### src/rtl/pipeline_pkg.sv
`default_nettype none
// ============================================================================
// Module      : pipeline_pkg
// Description : Shared write-back source encodings and default datapath
//               widths for the pipeline back end.
// Revision    : 1.0 - initial release
// ============================================================================
package pipeline_pkg;

   localparam int DATA_W_DEF     = 16;
   localparam int REG_ADDR_W_DEF = 3;
   localparam int CNT_W_DEF      = 16;

   localparam logic [1:0] WB_SEL_ALU    = 2'b00;
   localparam logic [1:0] WB_SEL_MEM    = 2'b01;
   localparam logic [1:0] WB_SEL_IMM    = 2'b10;
   localparam logic [1:0] WB_SEL_INPORT = 2'b11;

endpackage
`default_nettype wire

### src/rtl/exm_wb_buffer.sv
`default_nettype none
// ============================================================================
// Module      : exm_wb_buffer
// Description : EXM/WB pipeline register. Priority reset > flush > stall >
//               load; flush inserts an all-zero bubble.
// Revision    : 1.0 - initial release
// ============================================================================
module exm_wb_buffer
   import pipeline_pkg::*;
#(
   parameter int DATA_W     = DATA_W_DEF,
   parameter int REG_ADDR_W = REG_ADDR_W_DEF
) (
   input  logic                  i_clk,
   input  logic                  i_reset,
   input  logic                  i_stall,
   input  logic                  i_flush,
   input  logic                  i_valid,
   input  logic [1:0]            i_wb_selector,
   input  logic                  i_write_back,
   input  logic [REG_ADDR_W-1:0] i_write_addr,
   input  logic [DATA_W-1:0]     i_ex_result,
   input  logic [DATA_W-1:0]     i_memory_data,
   input  logic [DATA_W-1:0]     i_immediate,
   input  logic [DATA_W-1:0]     i_in_port,
   output logic                  o_valid,
   output logic [1:0]            o_wb_selector,
   output logic                  o_write_back,
   output logic [REG_ADDR_W-1:0] o_write_addr,
   output logic [DATA_W-1:0]     o_ex_result,
   output logic [DATA_W-1:0]     o_memory_data,
   output logic [DATA_W-1:0]     o_immediate,
   output logic [DATA_W-1:0]     o_in_port
);

   logic                  valid_q,   valid_d;
   logic [1:0]            sel_q,     sel_d;
   logic                  wb_q,      wb_d;
   logic [REG_ADDR_W-1:0] addr_q,    addr_d;
   logic [DATA_W-1:0]     ex_q,      ex_d;
   logic [DATA_W-1:0]     mem_q,     mem_d;
   logic [DATA_W-1:0]     imm_q,     imm_d;
   logic [DATA_W-1:0]     inport_q,  inport_d;

   // Next-state: flush clears to a bubble, stall holds, otherwise load
   always_comb begin
      valid_d  = valid_q;
      sel_d    = sel_q;
      wb_d     = wb_q;
      addr_d   = addr_q;
      ex_d     = ex_q;
      mem_d    = mem_q;
      imm_d    = imm_q;
      inport_d = inport_q;
      if (i_flush) begin
         valid_d  = 1'b0;
         sel_d    = WB_SEL_ALU;
         wb_d     = 1'b0;
         addr_d   = '0;
         ex_d     = '0;
         mem_d    = '0;
         imm_d    = '0;
         inport_d = '0;
      end else if (!i_stall) begin
         valid_d  = i_valid;
         sel_d    = i_wb_selector;
         wb_d     = i_write_back;
         addr_d   = i_write_addr;
         ex_d     = i_ex_result;
         mem_d    = i_memory_data;
         imm_d    = i_immediate;
         inport_d = i_in_port;
      end
   end

   // Buffer registers with synchronous active-low reset
   always_ff @(posedge i_clk) begin
      if (!i_reset) begin
         valid_q  <= 1'b0;
         sel_q    <= WB_SEL_ALU;
         wb_q     <= 1'b0;
         addr_q   <= '0;
         ex_q     <= '0;
         mem_q    <= '0;
         imm_q    <= '0;
         inport_q <= '0;
      end else begin
         valid_q  <= valid_d;
         sel_q    <= sel_d;
         wb_q     <= wb_d;
         addr_q   <= addr_d;
         ex_q     <= ex_d;
         mem_q    <= mem_d;
         imm_q    <= imm_d;
         inport_q <= inport_d;
      end
   end

   assign o_valid       = valid_q;
   assign o_wb_selector = sel_q;
   assign o_write_back  = wb_q;
   assign o_write_addr  = addr_q;
   assign o_ex_result   = ex_q;
   assign o_memory_data = mem_q;
   assign o_immediate   = imm_q;
   assign o_in_port     = inport_q;

endmodule
`default_nettype wire

### src/rtl/wb_stage.sv
`default_nettype none
// ============================================================================
// Module      : wb_stage
// Description : Write-back stage: EXM/WB buffer, write-back source mux,
//               register-file write port, forwarding selects, registered
//               output port and retired-instruction counter.
// Revision    : 1.0 - initial release
// ============================================================================
module wb_stage
   import pipeline_pkg::*;
#(
   parameter int DATA_W     = DATA_W_DEF,
   parameter int REG_ADDR_W = REG_ADDR_W_DEF,
   parameter int CNT_W      = CNT_W_DEF
) (
   input  logic                  i_clk,
   input  logic                  i_reset,
   input  logic                  i_stall,
   input  logic                  i_flush,
   input  logic                  i_valid,
   input  logic [1:0]            i_wb_selector,
   input  logic                  i_write_back,
   input  logic [REG_ADDR_W-1:0] i_write_addr,
   input  logic [DATA_W-1:0]     i_ex_result,
   input  logic [DATA_W-1:0]     i_memory_data,
   input  logic [DATA_W-1:0]     i_immediate,
   input  logic [DATA_W-1:0]     i_in_port,
   input  logic                  i_output_port_en,
   input  logic [DATA_W-1:0]     i_output_data,
   input  logic [REG_ADDR_W-1:0] i_exm_rs,
   input  logic [REG_ADDR_W-1:0] i_exm_rd,
   output logic                  o_rf_write_en,
   output logic [REG_ADDR_W-1:0] o_rf_write_addr,
   output logic [DATA_W-1:0]     o_data_wb,
   output logic                  o_data1_forward,
   output logic                  o_data2_forward,
   output logic [DATA_W-1:0]     o_output_port,
   output logic [CNT_W-1:0]      o_retired_count
);

   logic                  w_buf_valid;
   logic [1:0]            w_buf_sel;
   logic                  w_buf_wb;
   logic [REG_ADDR_W-1:0] w_buf_addr;
   logic [DATA_W-1:0]     w_buf_ex;
   logic [DATA_W-1:0]     w_buf_mem;
   logic [DATA_W-1:0]     w_buf_imm;
   logic [DATA_W-1:0]     w_buf_inport;
   logic                  w_load;
   logic                  w_rf_we;

   logic [DATA_W-1:0]     out_port_q, out_port_d;
   logic [CNT_W-1:0]      count_q,    count_d;

   exm_wb_buffer #(
      .DATA_W     (DATA_W),
      .REG_ADDR_W (REG_ADDR_W)
   ) u_exm_wb_buffer (
      .i_clk         (i_clk),
      .i_reset       (i_reset),
      .i_stall       (i_stall),
      .i_flush       (i_flush),
      .i_valid       (i_valid),
      .i_wb_selector (i_wb_selector),
      .i_write_back  (i_write_back),
      .i_write_addr  (i_write_addr),
      .i_ex_result   (i_ex_result),
      .i_memory_data (i_memory_data),
      .i_immediate   (i_immediate),
      .i_in_port     (i_in_port),
      .o_valid       (w_buf_valid),
      .o_wb_selector (w_buf_sel),
      .o_write_back  (w_buf_wb),
      .o_write_addr  (w_buf_addr),
      .o_ex_result   (w_buf_ex),
      .o_memory_data (w_buf_mem),
      .o_immediate   (w_buf_imm),
      .o_in_port     (w_buf_inport)
   );

   // The buffer advances only when neither flushed nor stalled
   assign w_load  = !i_flush && !i_stall;
   assign w_rf_we = w_buf_valid & w_buf_wb;

   // Write-back source mux
   always_comb begin
      o_data_wb = w_buf_ex;
      case (w_buf_sel)
         WB_SEL_ALU:    o_data_wb = w_buf_ex;
         WB_SEL_MEM:    o_data_wb = w_buf_mem;
         WB_SEL_IMM:    o_data_wb = w_buf_imm;
         WB_SEL_INPORT: o_data_wb = w_buf_inport;
         default:       o_data_wb = w_buf_ex;
      endcase
   end

   assign o_rf_write_en   = w_rf_we;
   assign o_rf_write_addr = w_buf_addr;
   assign o_data1_forward = w_rf_we && (w_buf_addr == i_exm_rs);
   assign o_data2_forward = w_rf_we && (w_buf_addr == i_exm_rd);

   // Output-port capture and retire counting; an instruction retires as it
   // leaves the buffer, so a stall cannot count it twice
   always_comb begin
      out_port_d = out_port_q;
      count_d    = count_q;
      if (w_load) begin
         if (i_valid && i_output_port_en) begin
            out_port_d = i_output_data;
         end
         if (w_buf_valid) begin
            count_d = count_q + {{(CNT_W-1){1'b0}}, 1'b1};
         end
      end
   end

   // Output-port and counter registers with synchronous active-low reset
   always_ff @(posedge i_clk) begin
      if (!i_reset) begin
         out_port_q <= '0;
         count_q    <= '0;
      end else begin
         out_port_q <= out_port_d;
         count_q    <= count_d;
      end
   end

   assign o_output_port   = out_port_q;
   assign o_retired_count = count_q;

endmodule
`default_nettype wire

### config.mk
export PLATFORM = sky130hd
export DESIGN_NAME = wb_stage
export DESIGN_NICKNAME = d
export VERILOG_FILES = /design/src/rtl/pipeline_pkg.sv /design/src/rtl/exm_wb_buffer.sv /design/src/rtl/wb_stage.sv
export SDC_FILE = /design/constraint.sdc
export NUM_CORES = 1
export LEC_CHECK = 0
export ABC_AREA = 1
export BUFFER_PORTS_ARGS = -buffer_cell sky130_fd_sc_hd__buf_4
export CAP_MARGIN = 20
export CORE_ASPECT_RATIO = 0.75
export CORE_MARGIN = 3
export CORE_UTILIZATION = 35
export CTS_CLUSTER_DIAMETER = 150
export CTS_CLUSTER_SIZE = 24
export DETAILED_ROUTE_END_ITERATION = 10
export PLACE_DENSITY = 0.71
export SLEW_MARGIN = 20
export SYNTH_ARGS = -nofsm -noshare
export SYNTH_HDL_FRONTEND = slang
export SYNTH_HIERARCHICAL = 1
export SYNTH_SLANG_ARGS = --single-unit
export TNS_END_PERCENT = 20
### constraint.sdc
create_clock -name i_clk -period 1.5 [get_ports i_clk]
set_input_delay 0.15 -clock i_clk [delete_from_list [all_inputs] [get_ports i_clk]]
set_output_delay 0.15 -clock i_clk [all_outputs]
set_load 0.05 [all_outputs]
==> results of run 1 <==
[where the power goes]
| part | switching [mW] | internal (mW) | total, mW | leakage, nW |
|---|---|---|---|---|
| logic | 0.442 | 0.340 | 0.781 | 1.61 |
| registers | 0.0451 | 2.81 | 2.85 | 0.840 |
| clock network | 1.11 | 1.50 | 2.61 | 0.165 |
| total | 1.59 | 4.65 | 6.24 | 2.61 |
[worst max-delay path, stage by stage, from the launching register on]
cell and delay [ns]:
dfxtp_4 0.37, nor2_2 0.17, buf_12 0.17, nand2_1 0.06
nand4_1 0.14, buf_6 0.18
[state kept, by name, summed over array words and instances, names as in the netlist]
| signal | cells |
|---|---|
| u_exm_wb_buffer/o_valid | 1 |
| u_exm_wb_buffer/o_wb_selector | 2 |
| u_exm_wb_buffer/o_ex_result | 16 |
| u_exm_wb_buffer/o_write_back | 1 |
| u_exm_wb_buffer/o_memory_data | 16 |
| o_retired_count | 16 |
| u_exm_wb_buffer/o_immediate | 16 |
| o_output_port | 16 |
| u_exm_wb_buffer/o_write_addr | 3 |
| u_exm_wb_buffer/o_in_port | 16 |
[metrics by stage]
step                power (mW)  hold slack, ns  instances   util  worst slack [ns]
floorplan                 3.37           0.279        600      -           -0.0444
global placement          3.68           0.388        898  0.463             0.166
detailed placement        3.68           0.394        898  0.463             0.167
CTS                       6.30          0.0258        914  0.493           -0.0671
global route              6.48          0.0354        916  0.500            -0.134
finish                    6.24          0.0290        916  0.500           -0.0765
[worst paths after layout]
| kind | endpoint | startpoint | slack (ns) |
|---|---|---|---|
| hold reg to reg | u_exm_wb_buffer/o_ex_result[10]$_SDFFE_PP0N_ | u_exm_wb_buffer/o_ex_result[10]$_SDFFE_PP0N_ | 0.47 |
| hold / removal | o_output_port[14]$_SDFFE_PN0P_ | i_output_data[14] | 0.03 |
| setup / recovery | o_data_wb[13] | u_exm_wb_buffer/o_wb_selector[0]$_SDFFE_PP0N_ | -0.08 |
| setup reg to reg | o_retired_count[8]$_SDFFE_PN0P_ | o_retired_count[0]$_SDFFE_PN0P_ | 0.22 |
[cell type report]
type | instances | area, sq um | share of cell area
clock buffer | 9 | 225 | 0.0360
tap | 166 | 208 | 0.0332
multi-input combinational | 443 | 2180 | 0.348
clock inverter | 7 | 114 | 0.0182
timing repair buffer | 162 | 1330 | 0.213
sequential | 103 | 2070 | 0.331
inverter | 24 | 115 | 0.0184
timing repair inverter | 2 | 12.5 | 0.00200
[placed cells by master (no fill, tap or decap)]
master / n
buf_12: 4
nand2_1: 208
xor2_1: 8
nand2_4: 3
nor2_1: 50
inv_4: 2
buf_6: 18
buf_4: 140
nand3_1: 7
inv_2: 4
o21a_1: 1
nor2_2: 6
inv_8: 2
inv_12: 1
nor3_1: 6
nand3_2: 3
nand2_2: 24
a21oi_1: 52
bufinv_16: 2
nor2b_1: 1
inv_1: 17
dfxtp_4: 2
clkbuf_16: 9
nor4_4: 2
inv_6: 2
o21ai_0: 9
dfxtp_1: 98
o21ai_1: 12
ha_1: 1
clkinv_4: 2
a21oi_2: 26
nand4_1: 21
clkinv_8: 1
nor2_4: 3
dfxtp_2: 3
[what timing repair did]
action,in CTS,in global routing
pin swaps,0,3
endpoints found under the setup margin,18,18
resized for setup,14,23
hold endpoints to repair,0,0
cloned,0,2
hold buffers,0,0
[routing by layer]
layer,vias to the layer above,wire length [um],global-route usage
li1,2224,-,-
met1,1972,5960,0.225
met2,131,5670,0.261
met3,11,929,0.0563
met4,0,123,0.0423
met5,-,0,0
[kinds of logic (layout without fill, tap and decap cells)]
| family | Yosys count | after routing | share of synthesized area |
|---|---|---|---|
| buffers and inverters | 54 | 204 | 0.0864 |
| XOR/XNOR | 8 | 8 | 0.0153 |
| adder cells (fa/ha/maj) | 1 | 1 | 0.00273 |
| flip-flops | 103 | 103 | 0.451 |
| AND/OR/NAND/NOR | 334 | 334 | 0.314 |
| AO/OA/AOI/OAI | 100 | 100 | 0.131 |
==> metrics.md, run 1 <==
| Metric | Value |
|---|---|
| Hold Path Class | `input port to flop` |
| Die area | `0.0145 sq mm` |
| # fillers | `1276` |
| Slew @ Worst Pin | `0.399 ns` |
| Syn Inst Count | `600` |
| Total GRT Usage | `0.168` |
| Max_cap viols | `0` |
| DP Area | `0.00580 sq mm` |
| Ys flop type | `dfxtp_1` |
| Syn nets | `699` |
| Routability cong. | `0.808` |
| Port Buffer Count | `151` |
| Leading area contributor after synthesis | `dfxtp_1` |
| Final worst clock skew | `0.00880 ns` |
| ANT cells | `0` |
| Drt initial violations | `270` |
| Clk sinks | `103` |
| WL/cell | `13.8 um` |
| CTS tree | `built` |
| Initial antenna violation count | `0` |
| Post-CTS setup buffer count | `0` |
| Die height | `105 um` |
| Status | `finished with violations` |
| # setup viols final | `16` |
| Failing checks | `negative setup slack` |
| Via count | `4338` |
| Asr flop ratio synth | `0` |
| F_max | `0.634 GHz` |
| Io pins | `152` |
| Arrival time of the worst setup path | `1.43 ns` |
| Leak pwr | `2.61 nW` |
| Count leader, synth | `nand2_1` |
| Post-synth EDFFs | `0` |
| Share of the clock period used by the worst path | `1.05` |
| Gr ovfl total | `0` |
| Crit end category | `output pin` |
| Syn Area/Cell | `7.63 sq um` |
| Synth Cell Area | `0.00458 sq mm` |
| Netlist cell types | `27` |
| Clock transition at path regs | `0.08 ns` |
| Post-DR vias/cell | `4.74` |
| Fin. Hold Viols | `0` |
| Maximum clock insertion buffer count | `2` |
| Startpoint Class | `flop` |
| Max_slew headroom | `0.734` |
| Dpl hpwl | `9.01 mm` |
| Req. time, crit path | `1.35 ns` |
| CTS root buf | `clkbuf_16` |
| Pwr/cell area | `997 mW/mm^2` |
| Max IR drop VDD | `0.527 mV` |
| Register bit count reported by yosys | `103` |
| Synth top area cells | `dfxtp_1 45%, nand2_1 17%, a21oi_1 5.7%` |
| Fraction of layout cells with a size suffix above 1 | `0.345` |
| Final min period | `1.58 ns` |
| FF-to-FF path depth | `6` |
| Post-synth top cells | `213 x nand2_1, 103 x dfxtp_1, 52 x a21oi_1, 50 x nor2_1, 26 x a21oi_2` |
| Global-route wire length before repair | `20.2 mm` |
| Die Wd | `138 um` |
| Synth warn | `6` |
| Worst setup path category | `flop to output pin` |
| Seq/Total Area, Yosys | `0.451` |
| Syn-to-layout area delta | `36.9%` |
| Final Max Tran Viols | `0` |
| Largest net degree at the start of global routing | `72` |
| Unrepaired setup endpoints after global routing | `yes` |
| Starting Density | `0.365` |
| Num CTS Buffers | `9` |
| Critical Path Fanout Max | `15` |
| # rows | `35` |
| Vias in the first global route | `4078` |
| Setup TNS | `-0.704 ns` |
| Area share of the largest cell type after synthesis | `0.451` |
| Clk_lat worst skew | `0.35 ns` |
| Final WS setup | `-0.0765 ns` |
| H-tree levels | `3` |
| Routed WL | `12.7 mm` |
| Hold path cells | `3` |
| Fin area | `0.00626 sq mm` |
| ANT nets after route | `0` |
| Core area | `0.0125 sq mm` |
| Final nets | `844` |
| DR DRC count | `0` |
| DR pass1 iterations | `5` |
(Power assumes the default switching activity.)
==> run 2, diff against run 1 <==
--- a/config.mk
+++ b/config.mk
@@ -15,6 +15,7 @@
 export CTS_CLUSTER_SIZE = 24
 export DETAILED_ROUTE_END_ITERATION = 10
 export PLACE_DENSITY = 0.71
+export SKIP_CTS_REPAIR_TIMING = 1
 export SLEW_MARGIN = 20
 export SYNTH_ARGS = -nofsm -noshare
 export SYNTH_HDL_FRONTEND = slang
==> metrics.md, run 2 (synthesized netlist as in run 1, its figures left out) <==
| Metric | Value |
|---|---|
| Final min period | `1.62 ns (+0.0418 ns)` |
| Worst r2r src | `o_retired_count[0]$_SDFFE_PN0P_` |
| CTS root buf | `clkbuf_16` |
| Total GRT Usage | `0.168 (about the same)` |
| Worst setup path category | `flop to output pin` |
| Final WS setup | `-0.118 ns (-0.0418 ns)` |
| Startpoint Class | `flop` |
| Crit path max-delay family | `buffers and inverters` |
| Gr ovfl total | `0 (unchanged)` |
| Share of the clock period used by the worst path | `1.08 (+0.0279)` |
| H-tree levels | `3 (unchanged)` |
| Die height | `105 um (unchanged)` |
| Largest net degree at the start of global routing | `72 (unchanged)` |
| Port Buffer Count | `151 (unchanged)` |
| Crit end category | `output pin` |
| Clock transition at path regs | `0.08 ns (about the same)` |
| Failing checks | `negative setup slack` |
| Post-DR vias/cell | `4.74 (about the same)` |
| Maximum clock insertion buffer count | `2 (unchanged)` |
| Max_cap viols | `0 (unchanged)` |
| Flop2flop setup slack | `0.23 ns (about the same)` |
| Final worst clock skew | `0.00898 ns (+0.000179 ns)` |
| Fraction of layout cells with a size suffix above 1 | `0.350 (+0.00487)` |
| Setup TNS | `-1.31 ns (-0.602 ns)` |
| Syn-to-layout area delta | `37.5%` |
| Via count | `4343 (+0.12%)` |
| Fin. Hold Viols | `0 (unchanged)` |
| Clk_lat worst skew | `0.35 ns (about the same)` |
| DR pass1 iterations | `5 (unchanged)` |
| Die Wd | `138 um (unchanged)` |
| Hold wc startpoint | `i_output_data[14]` |
| WP buf/inv | `3 (+1)` |
| Num CTS Buffers | `9 (unchanged)` |
| Max_slew headroom | `0.733 (about the same)` |
| CP max stage cell | `dfxtp_4` |
| Slew @ Worst Pin | `0.400 ns (+0.00108 ns)` |
| Hold Crit Endpoint | `o_output_port[14]$_SDFFE_PN0P_` |
| Hold Path Class | `input port to flop` |
| Critical Path Fanout Max | `8 (-7)` |
| CP Cell Sequence | `inv_4 > nor2_4 > clkbuf_16 > nand2_1 > nand4_1 > buf_6` |
| Register area | `0.00207 sq mm (-0.12%)` |
| Most common cell after layout, fill and taps aside | `nand2_1` |
| Io pins | `152 (unchanged)` |
| CTS tree | `built` |
| Fin cells | `917 (+0.11%)` |
| Arrival time of the worst setup path | `1.47 ns (+0.04 ns)` |
| Req. time, crit path | `1.35 ns (about the same)` |
| F_max | `0.618 GHz (-2.6%)` |
| ANT cells | `0 (unchanged)` |
| Slowest cell delay on critical path | `0.38 ns (about the same)` |
| DR DRC count | `0 (unchanged)` |
| Status | `finished with violations` |
| Vias in the first global route | `4074 (-0.098%)` |
| Clk sinks | `103 (unchanged)` |
| Final Max Tran Viols | `0 (unchanged)` |
| ANT nets after route | `0 (unchanged)` |
| Initial antenna violation count | `0 (unchanged)` |
| Place WS | `0.167 ns (unchanged)` |
| Multi-input logic area | `0.00219 sq mm (+0.34%)` |
| Global-route wire length before repair | `20.2 mm (about the same)` |
| Worst R2R End | `o_retired_count[8]$_SDFFE_PN0P_` |
| FF-to-FF path depth | `6 (unchanged)` |
| Final nets | `845 (+0.12%)` |
| Routed WL | `12.8 mm (+0.80%)` |
| Pwr/cell area | `993 mW/mm^2 (-0.39%)` |
| Drt initial violations | `283 (+4.8%)` |
| Dpl cells | `898 (unchanged)` |
| Die area | `0.0145 sq mm (unchanged)` |
| Unrepaired setup endpoints after global routing | `yes` |
| Dpl hpwl | `9.01 mm (unchanged)` |
| # setup viols final | `16 (unchanged)` |
| # fillers | `1267 (-0.71%)` |
| Starting Density | `0.365 (unchanged)` |
| Most frequent cells in the layout | `205 x nand2_1, 140 x buf_4, 98 x dfxtp_1` |
| Max IR drop VDD | `0.531 mV (+0.79%)` |
| WL/cell | `13.9 um (+0.69%)` |
| Leak pwr | `2.62 nW (+0.42%)` |
| Routability cong. | `0.808 (unchanged)` |
| Core area | `0.0125 sq mm (unchanged)` |
| Hold path cells | `3 (unchanged)` |
| # rows | `35 (unchanged)` |
## run 2: worst min-delay path, delay by kind of cell
kind	cells	cell delay (ns)
compound gates	1	0.05
simple gates	1	0.07
buf+inv	1	0.08
## run 2: worst max-delay path by stage
| stage | from | end | cells past startpoint |
|---|---|---|---|
| final | u_exm_wb_buffer/o_wb_selector[0]$_SDFFE_PP0N_ | o_data_wb[2] | 6 |
| after global placement | u_exm_wb_buffer/o_wb_selector[1]$_SDFFE_PP0N_ | o_data_wb[13] | 5 |
| after CTS | u_exm_wb_buffer/o_wb_selector[1]$_SDFFE_PP0N_ | o_data_wb[13] | 5 |
| after floorplan | o_retired_count[0]$_SDFFE_PN0P_ | o_retired_count[8]$_SDFFE_PN0P_ | 6 |
| after detailed placement | u_exm_wb_buffer/o_wb_selector[1]$_SDFFE_PP0N_ | o_data_wb[13] | 5 |
| after global routing | u_exm_wb_buffer/o_wb_selector[0]$_SDFFE_PP0N_ | o_data_wb[0] | 6 |
## run 2: per-stage QoR
step                hold WS, ns  power [mW]  area [sq um]   util
floorplan                 0.279        3.37          4610      -
global placement          0.388        3.68          5800  0.463
detailed placement        0.394        3.68          5800  0.463
CTS                      0.0258        6.30          6140  0.490
global route             0.0354        6.49          6290  0.502
finish                   0.0299        6.25          6290  0.502
## run 2: layout make-up
| cell class | count | area share |
|---|---|---|
| inverters | 24 | 0.0183 |
| clock inverters | 7 | 0.0181 |
| repair inverters | 2 | 0.00199 |
| multi-input cells | 443 | 0.348 |
| clock buffers | 9 | 0.0358 |
| repair buffers | 163 | 0.216 |
| flip-flops and latches | 103 | 0.329 |
| well taps | 166 | 0.0330 |
## run 2: where the power goes
part | internal, mW | total, mW | switching, mW
Combinational | 0.343 | 0.788 | 0.444
Clock | 1.50 | 2.61 | 1.10
Sequential | 2.81 | 2.85 | 0.0458
Total | 4.65 | 6.25 | 1.59
## run 2: per-layer routing
| metal | vias up | GRT usage | share of wire |
|---|---|---|---|
| met5 | - | 0 | 0 |
| met3 | 11 | 0.0567 | 0.076 |
| li1 | 2228 | - | - |
| met2 | 138 | 0.260 | 0.45 |
| met1 | 1966 | 0.226 | 0.47 |
| met4 | 0 | 0.0423 | 0.0096 |
